`src/rtl/clock_display_mux_pkg.sv`:
```
// Shared constants for the HH.MM.SS multiplexed 7-segment display:
// active-low glyphs, digit count and field indices.
package clock_display_pkg;

  localparam int NUM_DIGITS = 6;

  localparam int FLD_SEC = 0;
  localparam int FLD_MIN = 1;
  localparam int FLD_HR  = 2;

  // Segment order {g,f,e,d,c,b,a}, a zero lights the segment
  localparam logic [6:0] SEG_0     = 7'h40;
  localparam logic [6:0] SEG_1     = 7'h79;
  localparam logic [6:0] SEG_2     = 7'h24;
  localparam logic [6:0] SEG_3     = 7'h30;
  localparam logic [6:0] SEG_4     = 7'h19;
  localparam logic [6:0] SEG_5     = 7'h12;
  localparam logic [6:0] SEG_6     = 7'h02;
  localparam logic [6:0] SEG_7     = 7'h78;
  localparam logic [6:0] SEG_8     = 7'h00;
  localparam logic [6:0] SEG_9     = 7'h10;
  localparam logic [6:0] SEG_DASH  = 7'h3F;
  localparam logic [6:0] SEG_BLANK = 7'h7F;

  function automatic logic field_blinks(input logic [2:0] idx, input logic [2:0] mask);
    case (idx)
      3'd0, 3'd1: field_blinks = mask[FLD_SEC];
      3'd2, 3'd3: field_blinks = mask[FLD_MIN];
      3'd4, 3'd5: field_blinks = mask[FLD_HR];
      default:    field_blinks = 1'b0;
    endcase
  endfunction

endpackage

```
`src/rtl/clock_display_mux_if.sv`:
```
// Time-in / display-out bundle between the BCD time counters, the display
// multiplexer and the 7-segment panel.
interface clock_display_mux_if;
  import clock_display_pkg::*;

  logic [7:0] hours;
  logic [7:0] minutes;
  logic [7:0] seconds;
  logic [2:0] blink_mask;
  logic [NUM_DIGITS-1:0] an;
  logic [6:0] seg;
  logic       dp;

  modport master (
    output hours, minutes, seconds, blink_mask,
    input  an, seg, dp
  );

  modport slave (
    input  hours, minutes, seconds, blink_mask,
    output an, seg, dp
  );

endinterface

```
`src/rtl/clock_display_mux_bcd_to_7seg.sv`:
```
// One BCD nibble to an active-low 7-segment glyph; non-decimal values
// render as a dash.
module bcd_to_7seg
  import clock_display_pkg::*;
(
  input  logic [3:0] bcd,
  output logic [6:0] seg
);

  always_comb begin
    case (bcd)
      4'd0:    seg = SEG_0;
      4'd1:    seg = SEG_1;
      4'd2:    seg = SEG_2;
      4'd3:    seg = SEG_3;
      4'd4:    seg = SEG_4;
      4'd5:    seg = SEG_5;
      4'd6:    seg = SEG_6;
      4'd7:    seg = SEG_7;
      4'd8:    seg = SEG_8;
      4'd9:    seg = SEG_9;
      default: seg = SEG_DASH;
    endcase
  end

endmodule

```
`src/rtl/clock_display_mux.sv`:
```
// Scans a once-per-frame snapshot of the BCD time onto six common-anode
// digits, with live field blinking and hours-tens leading-zero blanking.
module clock_display_mux
  import clock_display_pkg::*;
#(
  parameter int SCAN_DIV     = 50000,
  parameter int BLINK_FRAMES = 64,
  parameter int LZ_BLANK     = 1
) (
  input  logic                 clk,
  input  logic                 preset,
  clock_display_mux_if.slave   bus
);

  localparam int SCAN_W  = $clog2(SCAN_DIV);
  localparam int FRAME_W = (BLINK_FRAMES > 1) ? $clog2(BLINK_FRAMES) : 1;
  localparam logic [2:0] LAST_DIGIT = 3'(NUM_DIGITS - 1);

  logic [SCAN_W-1:0]     scan_cnt;
  logic [2:0]            digit_idx;
  logic [FRAME_W-1:0]    frame_cnt;
  logic                  blink_phase;
  logic [23:0]           snapshot;

  logic [3:0]            nib_p0;
  logic [6:0]            seg_dec_p0;
  logic [6:0]            seg_nxt_p0;
  logic [NUM_DIGITS-1:0] an_nxt_p0;
  logic                  dp_nxt_p0;
  logic                  blink_hit_p0;
  logic                  lz_hit_p0;

  logic [NUM_DIGITS-1:0] an_p1;
  logic [6:0]            seg_p1;
  logic                  dp_p1;

  logic scan_end;
  assign scan_end = (scan_cnt == SCAN_W'(SCAN_DIV - 1));

  // Stage p0: select the lit digit's nibble and resolve blanking
  always_comb begin
    case (digit_idx)
      3'd0:    nib_p0 = snapshot[3:0];
      3'd1:    nib_p0 = snapshot[7:4];
      3'd2:    nib_p0 = snapshot[11:8];
      3'd3:    nib_p0 = snapshot[15:12];
      3'd4:    nib_p0 = snapshot[19:16];
      3'd5:    nib_p0 = snapshot[23:20];
      default: nib_p0 = 4'h0;
    endcase
  end

  bcd_to_7seg u_dec (
    .bcd (nib_p0),
    .seg (seg_dec_p0)
  );

  // blink_mask is taken live so set-mode edits show up without waiting a frame
  always_comb begin
    blink_hit_p0 = blink_phase && field_blinks(digit_idx, bus.blink_mask);
    lz_hit_p0    = (LZ_BLANK != 0) && (digit_idx == LAST_DIGIT) && (nib_p0 == 4'h0);
    if (blink_hit_p0 || lz_hit_p0)
      seg_nxt_p0 = SEG_BLANK;
    else
      seg_nxt_p0 = seg_dec_p0;
    an_nxt_p0 = ~(NUM_DIGITS'(1) << digit_idx);
    dp_nxt_p0 = !((digit_idx == 3'd2) || (digit_idx == 3'd4));
  end

  // Stage p1: registered display drive plus scan/frame sequencing
  always_ff @(posedge clk or posedge preset) begin
    if (preset) begin
      an_p1       <= '1;
      seg_p1      <= SEG_BLANK;
      dp_p1       <= 1'b1;
      scan_cnt    <= '0;
      digit_idx   <= '0;
      frame_cnt   <= '0;
      blink_phase <= 1'b0;
      snapshot    <= '0;
    end else begin
      an_p1  <= an_nxt_p0;
      seg_p1 <= seg_nxt_p0;
      dp_p1  <= dp_nxt_p0;
      if (scan_end) begin
        scan_cnt <= '0;
        if (digit_idx == LAST_DIGIT) begin
          digit_idx <= '0;
          snapshot  <= {bus.hours, bus.minutes, bus.seconds};
          if (frame_cnt == FRAME_W'(BLINK_FRAMES - 1)) begin
            frame_cnt   <= '0;
            blink_phase <= ~blink_phase;
          end else begin
            frame_cnt <= frame_cnt + 1'b1;
          end
        end else begin
          digit_idx <= digit_idx + 3'd1;
        end
      end else begin
        scan_cnt <= scan_cnt + 1'b1;
      end
    end
  end

  assign bus.an  = an_p1;
  assign bus.seg = seg_p1;
  assign bus.dp  = dp_p1;

endmodule

```
`src/flat_wrapper.sv`:
```
// flat-port wrapper written by rule: the top's interface ports become plain ports
module clock_display_mux_flat import clock_display_pkg::*;
#(
  parameter int SCAN_DIV     = 50000,
  parameter int BLINK_FRAMES = 64,
  parameter int LZ_BLANK     = 1
)
  (clk, preset, bus_hours, bus_minutes, bus_seconds, bus_blink_mask, bus_an, bus_seg, bus_dp);
  clock_display_mux_if bus_i ();
  input  logic clk;
  input  logic preset;
  input wire logic [$bits(bus_i.hours)-1:0] bus_hours;
  input wire logic [$bits(bus_i.minutes)-1:0] bus_minutes;
  input wire logic [$bits(bus_i.seconds)-1:0] bus_seconds;
  input wire logic [$bits(bus_i.blink_mask)-1:0] bus_blink_mask;
  output wire logic [$bits(bus_i.an)-1:0] bus_an;
  output wire logic [$bits(bus_i.seg)-1:0] bus_seg;
  output wire logic [$bits(bus_i.dp)-1:0] bus_dp;
  assign bus_i.hours = bus_hours;
  assign bus_i.minutes = bus_minutes;
  assign bus_i.seconds = bus_seconds;
  assign bus_i.blink_mask = bus_blink_mask;
  assign bus_an = bus_i.an;
  assign bus_seg = bus_i.seg;
  assign bus_dp = bus_i.dp;
  clock_display_mux #(.SCAN_DIV(SCAN_DIV), .BLINK_FRAMES(BLINK_FRAMES), .LZ_BLANK(LZ_BLANK)) u_core (.clk(clk), .preset(preset), .bus(bus_i));
endmodule
```
`config.mk`:
```
export PLATFORM = sky130hd
export DESIGN_NAME = clock_display_mux_flat
export DESIGN_NICKNAME = d
export VERILOG_FILES = /design/src/rtl/clock_display_mux_pkg.sv /design/src/rtl/clock_display_mux_if.sv /design/src/rtl/clock_display_mux_bcd_to_7seg.sv /design/src/rtl/clock_display_mux.sv /design/src/flat_wrapper.sv
export SDC_FILE = /design/constraint.sdc
export NUM_CORES = 1
export LEC_CHECK = 0
export CAP_MARGIN = 20
export CORE_AREA = 2 2 101 103
export CTS_CLUSTER_SIZE = 8
export DETAILED_ROUTE_END_ITERATION = 16
export DIE_AREA = 0 0 103 105
export SYNTH_ARGS = -nofsm -noshare
export SYNTH_HDL_FRONTEND = slang
export SYNTH_SLANG_ARGS = --single-unit
```
`constraint.sdc`:
```
create_clock -name clk -period 6.5 [get_ports clk]
set_clock_uncertainty 0.2 [all_clocks]
set_input_delay 1.3 -clock clk [delete_from_list [all_inputs] [get_ports clk]]
set_output_delay 1.3 -clock clk [all_outputs]
set_load 0.005 [all_outputs]
```
; After elaboration in Yosys (flattened, before gate mapping)
; Memory sizes are Yosys's and may differ from the RTL's.
; Index checks and enable logic that the tools add are counted.
[op_classes]
n_mux = 6
addsub = 3
bitwise_logic = 2
shift = 1
n_eq_ne = 7
reduce_logical = 12
[ops]
columns = op, count
row1 = $pmux W4 S6, 1
row2 = $add A16 B1 Y16 const B, 1
row3 = $eq A16 B16 Y1 const B, 1
row4 = $mux W16, 1
row5 = $mux W7, 1
row6 = $add A6 B1 Y6 const B, 1
row7 = $eq A3 B2 Y1 const B, 2
row8 = $eq A3 B3 Y1 const B, 2
row9 = $eq A6 B6 Y1 const B, 1
row10 = $mux W6, 1
row11 = $not A6 Y6, 1
row12 = $reduce_or A2 Y1, 3
row13 = $shl A1 B3 Y6 const A, 1
row14 = $logic_not A4 Y1, 1
row15 = $add A3 B1 Y3 const B, 1
row16 = $eq A3 B1 Y1 const B, 1
row17 = $logic_not A3 Y1, 1
row18 = $mux W3, 1
row19 = $pmux W1 S3, 1
row20 = $reduce_and A3 Y1, 1
row21 = $logic_and A1 B1 Y1, 2
row22 = $logic_or A1 B1 Y1, 2
row23 = $reduce_and A2 Y1, 1
row24 = $logic_not A1 Y1, 1
row25 = $not A1 Y1, 1
[word_totals]
elab_cells = 40
register_bits = 64
in_bits = 29
n_memories = 1
romBits = 112
[memory_table]
columns = memory, depth, width, rd, rd_ports_with_merged_regs, wr, line_no
row1 = (name not given), 16, 7, 1, 0, 0, clock_display_mux_bcd_to_7seg.sv:11  ; case (bcd)

; Logic depth before layout (Yosys ltp)
; Gate-level depths: netlist of run 1.
[logic_depth]
depth_word = 6
depth_mapped = 12
mapped_depth_nobuf = 9

; Hierarchy
; Synthesis of run 1 repeated with hierarchy kept, for this count alone.
[hier_totals]
cells_unflattened = 273
hier_area_um2 = 3193.1
[modules_own_cells]
columns = module, area_per_inst_um2, n_inst, cells_each
row1 = clock_display_mux, 2969.1, 1, 242
row2 = bcd_to_7seg, 224.0, 1, 31

; Worst setup path before layout of run 1
; Ideal clock, no wire load.
[synth_timing]
kind = register -> register
startpoint = register u_core.digit_idx[0]
endpoint = register u_core.seg_p1[4] (netlist: u_core.bus.seg[4])
required_time_ps = 6220
path_stages_with_launch = 12
path_slack_ps = 3666
setup_ps = 80
period_less_slack_ps = 2834
arrival_ps = 2554
cell_sequence = dfrtp_1 > clkbuf_1 > and2_1 > ha_1 > clkbuf_1 > a221o_1 > inv_1 > ha_1 > o21a_1 > a2111oi_0 > mux2i_1 > o22a_1
[synth_via]
elab_chain_cells = 6
word_cells_on_any_way = 17
[synth_rtl]
columns = item, line_no
row1 = "start, declared", clock_display_mux.sv:20  ; logic [2:0] digit_idx;
row2 = "start signal, assigned", clock_display_mux.sv:97  ; digit_idx <= digit_idx + 3'd1;
row3 = branches (longest 5 deep; another with $mem_v2 Z16 W7), -
row4 = $mux W7 *, clock_display_mux.sv:62  ; if (blink_hit_p0 || lz_hit_p0)
row5 = via u_core.seg_nxt_p0[4], clock_display_mux.sv:27  ; logic [6:0] seg_nxt_p0;
row6 = "end signal, assigned", clock_display_mux.sv:83  ; seg_p1 <= seg_nxt_p0;
row7 = "end, declared", clock_display_mux.sv:34  ; logic [6:0] seg_p1;
; Mark *: on every way through the listed nets, which the timed path passes.
; A chain may end at the register's enable or synchronous reset.

; Worst setup path after layout of run 1
[layout_timing]
startpoint = register u_core.scan_cnt[10]
endpoint = register u_core.frame_cnt[5]
[layout_via]
elab_chain_cells = 2
[layout_rtl]
columns = item, line_no
row1 = "start, declared", clock_display_mux.sv:19  ; logic [SCAN_W-1:0] scan_cnt;
row2 = "start signal, assigned", clock_display_mux.sv:100  ; scan_cnt <= scan_cnt + 1'b1;
row3 = $eq A16 B16 Y1, clock_display_mux.sv:38  ; assign scan_end = (scan_cnt == SCAN_W'(SCAN_DIV - 1));
row4 = $reduce_and A2 Y1 (no source line), -
row5 = "end signal, assigned", clock_display_mux.sv:94  ; frame_cnt <= frame_cnt + 1'b1;
row6 = "end, declared", clock_display_mux.sv:21  ; logic [FRAME_W-1:0] frame_cnt;
; Every way passes these cells.

==> results.cfg, run 1 <==
[floorplanning]
die_w_um = 103
core_um2 = 9640
num_rows = 36
die_y_um = 105
initial_core_util = 0.317
ios = 43
die_area_um2 = 10800

[place]
port_buffers = 42
globalplace.congestion = 0.808
dpl.hpwl_um = 4380
dp_slack_ns = 3.12

[grt]
met1_usage = 0.174
met2_usage = 0.179
grt_pass1_vias = 2167
top_usage_layer = met2
antenna_found_initial = 0
met3_usage = 0.0415
grt_overflow = 0
grt_pass1_wl_um = 10500
grt_max_degree = 65
grt_usage = 0.124

[final_layout]
num_antenna_cells = 0
drive_gt1_frac = 0.103
nFillCells = 987
area_growth_pct = 24.4
nets = 392

[detailed_routing]
post_drt_wl_per_cell_um = 12.7
ant_nets = 0
drc = 0
avgViaCountPerCell = 4.57
vias = 2247
first_iter_violations = 88
firstDrtPassIters = 4
wl_um = 6230

[synth]
ys_warn_count = 0
syn_nets = 350
ys_ff_latch = 64
syn-cell-area_um2 = 3060
synthArstFlopShare = 1.00
avgSynthCellArea_um2 = 9.80
synth_cell_types = 47
yosys.area.top_type_share = 0.409
synthFlopType = dfrtp_1
synth_top_area_cell = dfrtp_1
synth_edf_count = 0
synthTopCellsByArea = dfrtp_1 (41%), dfstp_2 (12%), nand2_1 (11%), ha_1 (3.7%), mux2i_1 (3.3%)
synth-seq-area-share = 0.529
netlist_instances = 312

[min_path]
hold_start = u_core.snapshot[11]
hold_depth = 2
holdPathEnd = u_core.snapshot[11]
holdCritPathClass = flip-flop to flip-flop

[critical_path]
startpoint_type = flip-flop
r2r_cells = 5
critPathRequiredTime_ns = 6.51
r2r_slack_ns = 3.09
criticalPathCategory = flip-flop to flip-flop
r2r-start = u_core.scan_cnt[10]
r2r-end = u_core.frame_cnt[5]
worstPathArrival_ns = 3.42
path_max_fanout = 30
endpoint_kind = flip-flop

[power]
intPower_uw = 629
power_frac_seq = 0.507
switchingPower_uw = 157
pwr-share-comb = 0.033
p_leak_nw = 1.61
p_clk_frac = 0.460
peakVddDrop_mv = 0.0947
total_power_uw = 786
p_per_area_nw_per_um2 = 207
switching_share = 0.200

[timing]
hold_violations = 0
tightestPinTransition_ns = 0.925
drv_slew = 0
rsz0062_at_grt = false
period_needed_ns = 3.41
clock.fmax_mhz = 293
tns_ns = 0
setup_viol = 0
worst_slack_ns = 3.09
relSlewSlack = 0.382
fin_crit_sh = 0.524

[clock_tree]
cts_tree = built
h-tree-depth = 3
clockRootBuffer = clkbuf_8
clk_pin_slew_ns = 0.07
clock-sinks = 64
cts_resized = 0
cts-buffers-inserted = 9
insertion_delay_ns = 0.34
clockBufferDepth = 2
cts_hold_buf = 0
post_cts_buffers = 0

[run]
maxCapViolCount = 0

[run_status]
status = finished, final reports clean
synthesized netlist by cell type (4+ instances only):
library cell	n
clkbuf_1	7
o31ai_1	4
xor2_1	9
xnor2_1	8
nor2_1	21
buf_2	4
inv_1	12
and3_1	4
ha_1	9
a21oi_1	5
mux2i_1	10
dfrtp_1	50
nand2_1	87
nand4_1	5
nand3_1	10
a211oi_1	4
dfstp_2	14
layer usage:
metal,wire length [um],vias to the layer above
li1,-,1132
met1,3080,1050
met4,102,0
met3,332,8
met2,2720,57
met5,0,-
area by class of cell:
cell class,count,area (um^2),area share
Tap cell,133,166,0.0438
Inverter,12,45.0,0.0118
Multi-Input combinational cell,223,1330,0.350
Clock inverter,4,70.1,0.0184
Sequential cell,64,1620,0.426
Timing Repair Buffer,44,435,0.114
Clock buffer,12,135,0.0355
power groups by stage:
stage          clock network [mW]  logic [mW]  registers, mW
2_1_floorplan                   0     0.00621          0.406
3_3_place_gp                    0      0.0265          0.406
3_5_place_dp                    0      0.0265          0.406
4_1_cts                     0.372      0.0266          0.399
5_1_grt                     0.394      0.0285          0.398
6_report                    0.362      0.0256          0.399
cell usage in the layout, fill, tap and decap left out, types with 3 or more instances in the layout:
master and instances:
xnor2_1 8, dfstp_2 14, xor2_1 9, nand4_1 5
nand2_1 87, a211oi_1 4, clkbuf_8 9, mux2i_1 10
and2_1 3, nor3b_1 3, nand3_1 10, inv_1 11
dfrtp_1 50, o31ai_1 4, clkdlybuf4s50_1 42, nor2_1 21
a31oi_1 3, clkbuf_1 3, ha_1 9, a21oi_1 5
nand2b_1 3, and3_1 4, o21ai_1 3, nor3_1 3
sequential cells by signal, indices dropped and copies added, names as in the netlist:
| register | flops |
|---|---|
| u_core.snapshot | 24 |
| u_core.scan_cnt | 16 |
| u_core.bus.seg | 7 |
| u_core.bus.an | 6 |
| u_core.frame_cnt | 6 |
| u_core.digit_idx | 3 |
| u_core.blink_phase | 1 |
| u_core.bus.dp | 1 |
critical path: stages (launching register included):
cell     delay (ns)
dfrtp_1        0.42
or4_4          0.56
nor4_4         0.76
nand2_1        0.77
o31ai_1        0.44
o31ai_1        0.11
through the flow:
| stage | util | area, um^2 | instances | hold WS [ns] |
|---|---|---|---|---|
| final | 0.395 | 3800 | 492 | 0.265 |
| after global routing | 0.395 | 3800 | 492 | 0.301 |
| after CTS | 0.395 | 3800 | 492 | 0.269 |
| after detailed placement | 0.373 | 3600 | 476 | 0.251 |
| after global placement | 0.373 | 3600 | 476 | 0.252 |
| after floorplan | - | 3060 | 312 | 0.231 |
cells by family after synthesis:
logic type / share of synthesized area
xor gates and xnor gates: 0.0487
buffers and inverters: 0.0348
and+or+nand+nor: 0.230
muxes: 0.0438
adders and majority gates: 0.0368
DFF: 0.529
AOI/OAI and AO/OA: 0.0765
worst max-delay path by stage:
| stage | startpoint | end | slack (ns) |
|---|---|---|---|
| floorplan | preset | u_core.blink_phase | 3.43 |
| finish | u_core.scan_cnt[10] | u_core.frame_cnt[5] | 3.09 |
| detailed placement | u_core.scan_cnt[10] | u_core.frame_cnt[5] | 3.12 |
| global placement | u_core.scan_cnt[10] | u_core.frame_cnt[5] | 3.16 |
| global route | u_core.scan_cnt[10] | u_core.frame_cnt[5] | 2.84 |
| CTS | u_core.scan_cnt[10] | u_core.frame_cnt[5] | 3.11 |
No activity file was read; power rests on OpenSTA's default activity.
==> run 2, diff against run 1 <==
Clock period 6.5 ns to 2.9 ns, I/O delays scaled along.
==> run 2 against run 1 <==
Compared with the run above: cell area increased by 1.7%; sequential power increased by 120%; count of clock-buffer cells in the layout decreased by 2; final cell count increased by 2.0%; flip-flop and latch count unchanged; fmax increased by 28%; power increased by 110%; clock power increased by 85%; worst setup slack got worse by 2.9 ns; largest cell class unchanged.
==> results.cfg, run 2 (same netlist as run 1, synthesis figures left out) <==
[detailed_routing]
firstDrtPassIters = 4
dr_wl_met3_um = 287
vias = 2295
avgViaCountPerCell = 4.57
drc = 0
post_drt_wl_per_cell_um = 12.4
highest_layer = met4
wl_um = 6220
wl_met2_um = 2820
wl_met1_um = 2990
first_iter_violations = 79
ant_nets = 0

[floorplanning]
num_rows = 36
die_w_um = 103
die_area_um2 = 10800
ios = 43
initial_core_util = 0.317
core_um2 = 9640
die_y_um = 105

[critical_path]
path_cells = or2_2 > o22ai_1 > a221o_1 > inv_1 > ha_1 > o21a_1 > a2111oi_0 > mux2i_1 > o22a_1
worstPathArrival_ns = 2.74
endpoint_kind = flip-flop
worst-path-buf-inv = 1
critPathRequiredTime_ns = 2.97
cp_slowest_cell = dfrtp_2
r2r-start = u_core.digit_idx[0]
r2r_cells = 9
startpoint_type = flip-flop
crit_cells = 9
crit_family = compound AO/OA/AOI/OAI gates
startpoint = u_core.digit_idx[0]
path_max_fanout = 15
crit_path_max_incr_delay_ns = 0.50
criticalPathCategory = flip-flop to flip-flop

[final_layout]
area_growth_pct = 26.5
multiInputGateArea_um2 = 1340
largest_register_ffs = 24
num_antenna_cells = 0
final_area_um2 = 3870
post-route-util = 0.401
nets = 402
layout_commonest_cell = nand2_1
drive_gt1_frac = 0.146
mostFrequentLayoutCells = nand2_1 (87), dfrtp_1 (47), clkdlybuf4s50_1 (42)
nFillCells = 975
regArea_um2 = 1620
top_register = u_core.snapshot

[clock_tree]
post_cts_buffers = 0
clk_pin_slew_ns = 0.07
cts_tree = built
cts-buffers-inserted = 9
h-tree-depth = 3
clock-sinks = 64
clockBufferDepth = 2
insertion_delay_ns = 0.34
clockRootBuffer = clkbuf_8

[place]
globalplace.congestion = 0.817
dpl.hpwl_um = 4510
dpl-instance-area_um2 = 3690
port_buffers = 42

[grt]
grt_pass1_wl_um = 10200
grt_usage = 0.122
grt_max_degree = 65
grt_pass1_vias = 2182
antenna_found_initial = 0
grt_overflow = 0

[timing]
fin_crit_sh = 0.918
tns_ns = 0
relSlewSlack = 0.565
hold_violations = 0
rsz0062_at_grt = false
period_needed_ns = 2.66
drv_slew = 0
setup_viol = 0
tightestPinTransition_ns = 0.649
clock.fmax_mhz = 376

[run]
maxCapViolCount = 0

[min_path]
hold_depth = 2
holdCritPathClass = flip-flop to flip-flop
hold_start = u_core.snapshot[6]

[power]
peakVddDrop_mv = 0.208
p_per_area_nw_per_um2 = 419
p_leak_nw = 1.65

[run_status]
status = finished, final reports clean
run 2: changes by cell type in the layout (fill, tap and decap cells not counted), moves of 2 or more:
cell	delta
dfrtp_2	+3
bufinv_16	-2
clkbuf_1	-3
clkinvlp_4	+2
dfrtp_1	-3
buf_4	+9
clkinv_2	+2
run 2: tightest hold or removal path, cell delays in order (launching register included):
cell and delay, ns:
dfrtp_1 0.34, nand2_1 0.05, nand2_1 0.05
run 2: metrics by stage:
step	power [mW]	setup WS, ns	hold WS [ns]	cells
4_1_cts	1.65	0.154	0.276	502
3_5_place_dp	0.971	0.167	0.261	486
3_3_place_gp	0.970	0.297	0.255	486
6_report	1.62	0.239	0.269	502
2_1_floorplan	0.923	0.0663	0.231	312
5_1_grt	1.69	0.0485	0.304	502
run 2: routing by layer:
layer / vias to the layer above / track usage
li1: 1146 / -
met1: 1084 / 0.163
met2: 54 / 0.185
met3: 11 / 0.0361
met4: 0 / 0.0470
met5: - / 0
run 2: path summary, 6_finish.rpt:
check	endpoint	slack, ns
min reg2reg	u_core.snapshot[6]	0.27
max	u_core.bus.seg[4]	0.24
max reg2reg	u_core.bus.seg[4]	0.24
min	u_core.snapshot[6]	0.27
max in group asynchronous	u_core.bus.an[1]	1.77
min in group asynchronous	u_core.scan_cnt[11]	0.41
run 2: area by class of cell:
type | instances | share of cell area
repair buffers | 54 | 0.135
multi-input cells | 223 | 0.346
clock buffers | 10 | 0.0356
well taps | 133 | 0.0430
flip-flops and latches | 64 | 0.420
inverters | 12 | 0.0116
clock inverters | 6 | 0.00906
run 2: repair_timing:
action / in CTS / in global routing
gates resized for setup: 0 / 4
hold buffers: 0 / 0
endpoints found under the setup margin: 0 / 5
run 2: where the power goes:
part	internal [mW]	switching, mW
clock network	0.326	0.343
registers	0.893	0
logic	0.0363	0.0226
total	1.26	0.366
==> run 3, diff against run 2 <==
Settings changed: CORE_AREA 2 2 101 103 to 2 2 103 105, DIE_AREA 0 0 103 105 to 0 0 105 107, SYNTH_HIERARCHICAL from default to 1.
==> run 3 against run 2 <==
Compared with the run above: non-clock buffer count down 8; routed wire length up 3.2%; fmax is 0.67% lower; count of clock-buffer cells in the layout down 1; register-to-register slack worse by 0.02 ns; critical path type unchanged; first-iteration DRC count down 8.9%; synthesized area rose by 4.4%; die area up 3.9%.
==> results.cfg, run 3 <==
[final_layout]
largest_register_ffs = 24
top_register = u_core/snapshot
nets = 352
mostFrequentLayoutCells = dfrtp_1 (50), clkdlybuf4s50_1 (42), mux2_1 (27)
layout_commonest_cell = dfrtp_1
final_area_um2 = 3890
drive_gt1_frac = 0.144
area_growth_pct = 21.8
nFillCells = 1024
num_antenna_cells = 0

[min_path]
holdCritPathClass = flip-flop to flip-flop
hold_depth = 1

[clock_tree]
clock-sinks = 64
cts_resized = 0
h-tree-depth = 3
clk_pin_slew_ns = 0.08
cts-buffers-inserted = 9
cts_tree = built
clockBufferDepth = 2
insertion_delay_ns = 0.34
clockRootBuffer = clkbuf_8
post_cts_buffers = 0
cts_hold_buf = 0

[synth]
synth_cell_types = 56
synthArstFlopShare = 1.00
synth_edf_count = 0
yosys.area.top_type_share = 0.392
synth_common_cells = dfrtp_1 (50), mux2_1 (27), inv_1 (17)
synth_top_area_cell = dfrtp_1
post-synth-top-count-cell = dfrtp_1
ys_ff_latch = 64
synthFlopType = dfrtp_1
synth-seq-area-share = 0.507
ys_warn_count = 6
avgSynthCellArea_um2 = 11.7
syn-cell-area_um2 = 3190
synthTopCellsByArea = dfrtp_1 (39%), dfstp_2 (12%), mux2_1 (9.5%), ha_1 (3.1%), xnor2_1 (3.0%)
netlist_instances = 273
syn_nets = 310

[detailed_routing]
avgViaCountPerCell = 4.79
post_drt_wl_per_cell_um = 14.1
wl_um = 6420
ant_nets = 0
drc = 0
vias = 2183
first_iter_violations = 72
firstDrtPassIters = 4

[grt]
grt_overflow = 0
grt_usage = 0.124
grt_max_degree = 46
grt_pass1_wl_um = 10800
grt_pass1_vias = 2164
antenna_found_initial = 0

[place]
dpl-instance-area_um2 = 3720
dp_slack_ns = 0.267
globalplace.congestion = 0.849
port_buffers = 42
dpl.hpwl_um = 4620

[floorplanning]
num_rows = 37
ios = 43
die_area_um2 = 11200
initial_core_util = 0.316
core_um2 = 10100
die_y_um = 107
die_w_um = 105

[critical_path]
r2r_cells = 10
criticalPathCategory = flip-flop to flip-flop
critPathRequiredTime_ns = 2.96
path_max_fanout = 11
endpoint_kind = flip-flop
worstPathArrival_ns = 2.74
startpoint_type = flip-flop

[timing]
hold_violations = 0
worst_slack_ns = 0.221
relSlewSlack = 0.382
period_needed_ns = 2.68
setup_viol = 0
tightestPinTransition_ns = 0.918
fin_crit_sh = 0.924
tns_ns = 0
clock.fmax_mhz = 373
drv_slew = 0
rsz0062_at_grt = false
hold_slack_ns = 0.286

[run]
maxCapViolCount = 0

[power]
p_leak_nw = 1.71
pwr-share-comb = 0.037
total_power_mw = 1.63
p_per_area_nw_per_um2 = 418
switching_share = 0.239
peakVddDrop_mv = 0.248
p_clk_frac = 0.414
intPower_mw = 1.24
switchingPower_uw = 389
power_frac_seq = 0.549

[run_status]
status = finished, final reports clean
==> run 3: changes by cell type after synthesis, sizes merged, moves of 6 or more <==
cell | previous run | this run
nand2 | 87 | 11
o211ai | 1 | 8
buf | 6 | 14
inv | 12 | 19
clkbuf | 7 | 1
mux2 | 3 | 27
==> run 3: cell families after synthesis <==
family / Yosys count / synth area share
and+or+nand+nor: 79 / 0.157
DFF: 64 / 0.507
AOI/OAI and AO/OA: 38 / 0.0795
buffers and inverters: 34 / 0.0600
muxes: 34 / 0.121
xor gates and xnor gates: 16 / 0.0439
adders and majority gates: 8 / 0.0313
==> run 3: worst max-delay path, cell delays in order (launching register included) <==
cell,delay [ns]
dfrtp_1,0.58
inv_2,0.12
ha_1,0.31
a22o_1,0.25
or2_2,0.34
inv_1,0.12
ha_1,0.25
and3b_1,0.17
a21oi_1,0.13
inv_1,0.05
o211ai_1,0.08
==> run 3: layout make-up <==
class,instances,area [um^2],share of cell area
multi-input cells,175,1380,0.355
repair buffers,46,475,0.122
clock buffers,9,124,0.0318
well taps,136,170,0.0437
inverters,19,71.3,0.0183
clock inverters,7,47.5,0.0122
flip-flops and latches,64,1620,0.416
==> run 3: per-stage QoR <==
| stage | cells | utilization |
|---|---|---|
| after detailed placement | 440 | 0.368 |
| after global placement | 440 | 0.368 |
| after floorplan | 273 | - |
| after global routing | 456 | 0.385 |
| final | 456 | 0.385 |
| after CTS | 456 | 0.385 |
==> run 3: power by group through the flow <==
stage	registers, mW	clock network (mW)	logic [mW]
final	0.893	0.673	0.0605
after global routing	0.893	0.746	0.0669
after CTS	0.893	0.703	0.0627
after detailed placement	0.910	0	0.0625
after global placement	0.910	0	0.0622
after floorplan	0.910	0	0.0139
==> run 3: path summary, 6_finish.rpt <==
kind / from / end / slack (ns)
max in group asynchronous: preset / u_core/bus.an[5] / 1.50
worst min-delay path: u_core/frame_cnt[2] / u_core/frame_cnt[2] / 0.29
min in group asynchronous: preset / u_core/snapshot[10] / 0.36
worst max register to register: u_core/digit_idx[2] / u_core/bus.seg[3] / 0.22
worst max-delay path: u_core/digit_idx[2] / u_core/bus.seg[3] / 0.22
worst min register to register: u_core/frame_cnt[2] / u_core/frame_cnt[2] / 0.29
==> run 3: metal layers <==
layer	GRT usage	up-vias	routed length, um	share of wire
li1	-	1042	-	-
met1	0.158	1084	2990	0.47
met2	0.199	55	3110	0.48
met3	0.0450	2	293	0.046
met4	0.0343	0	25	0.0039
met5	0	-	0	0
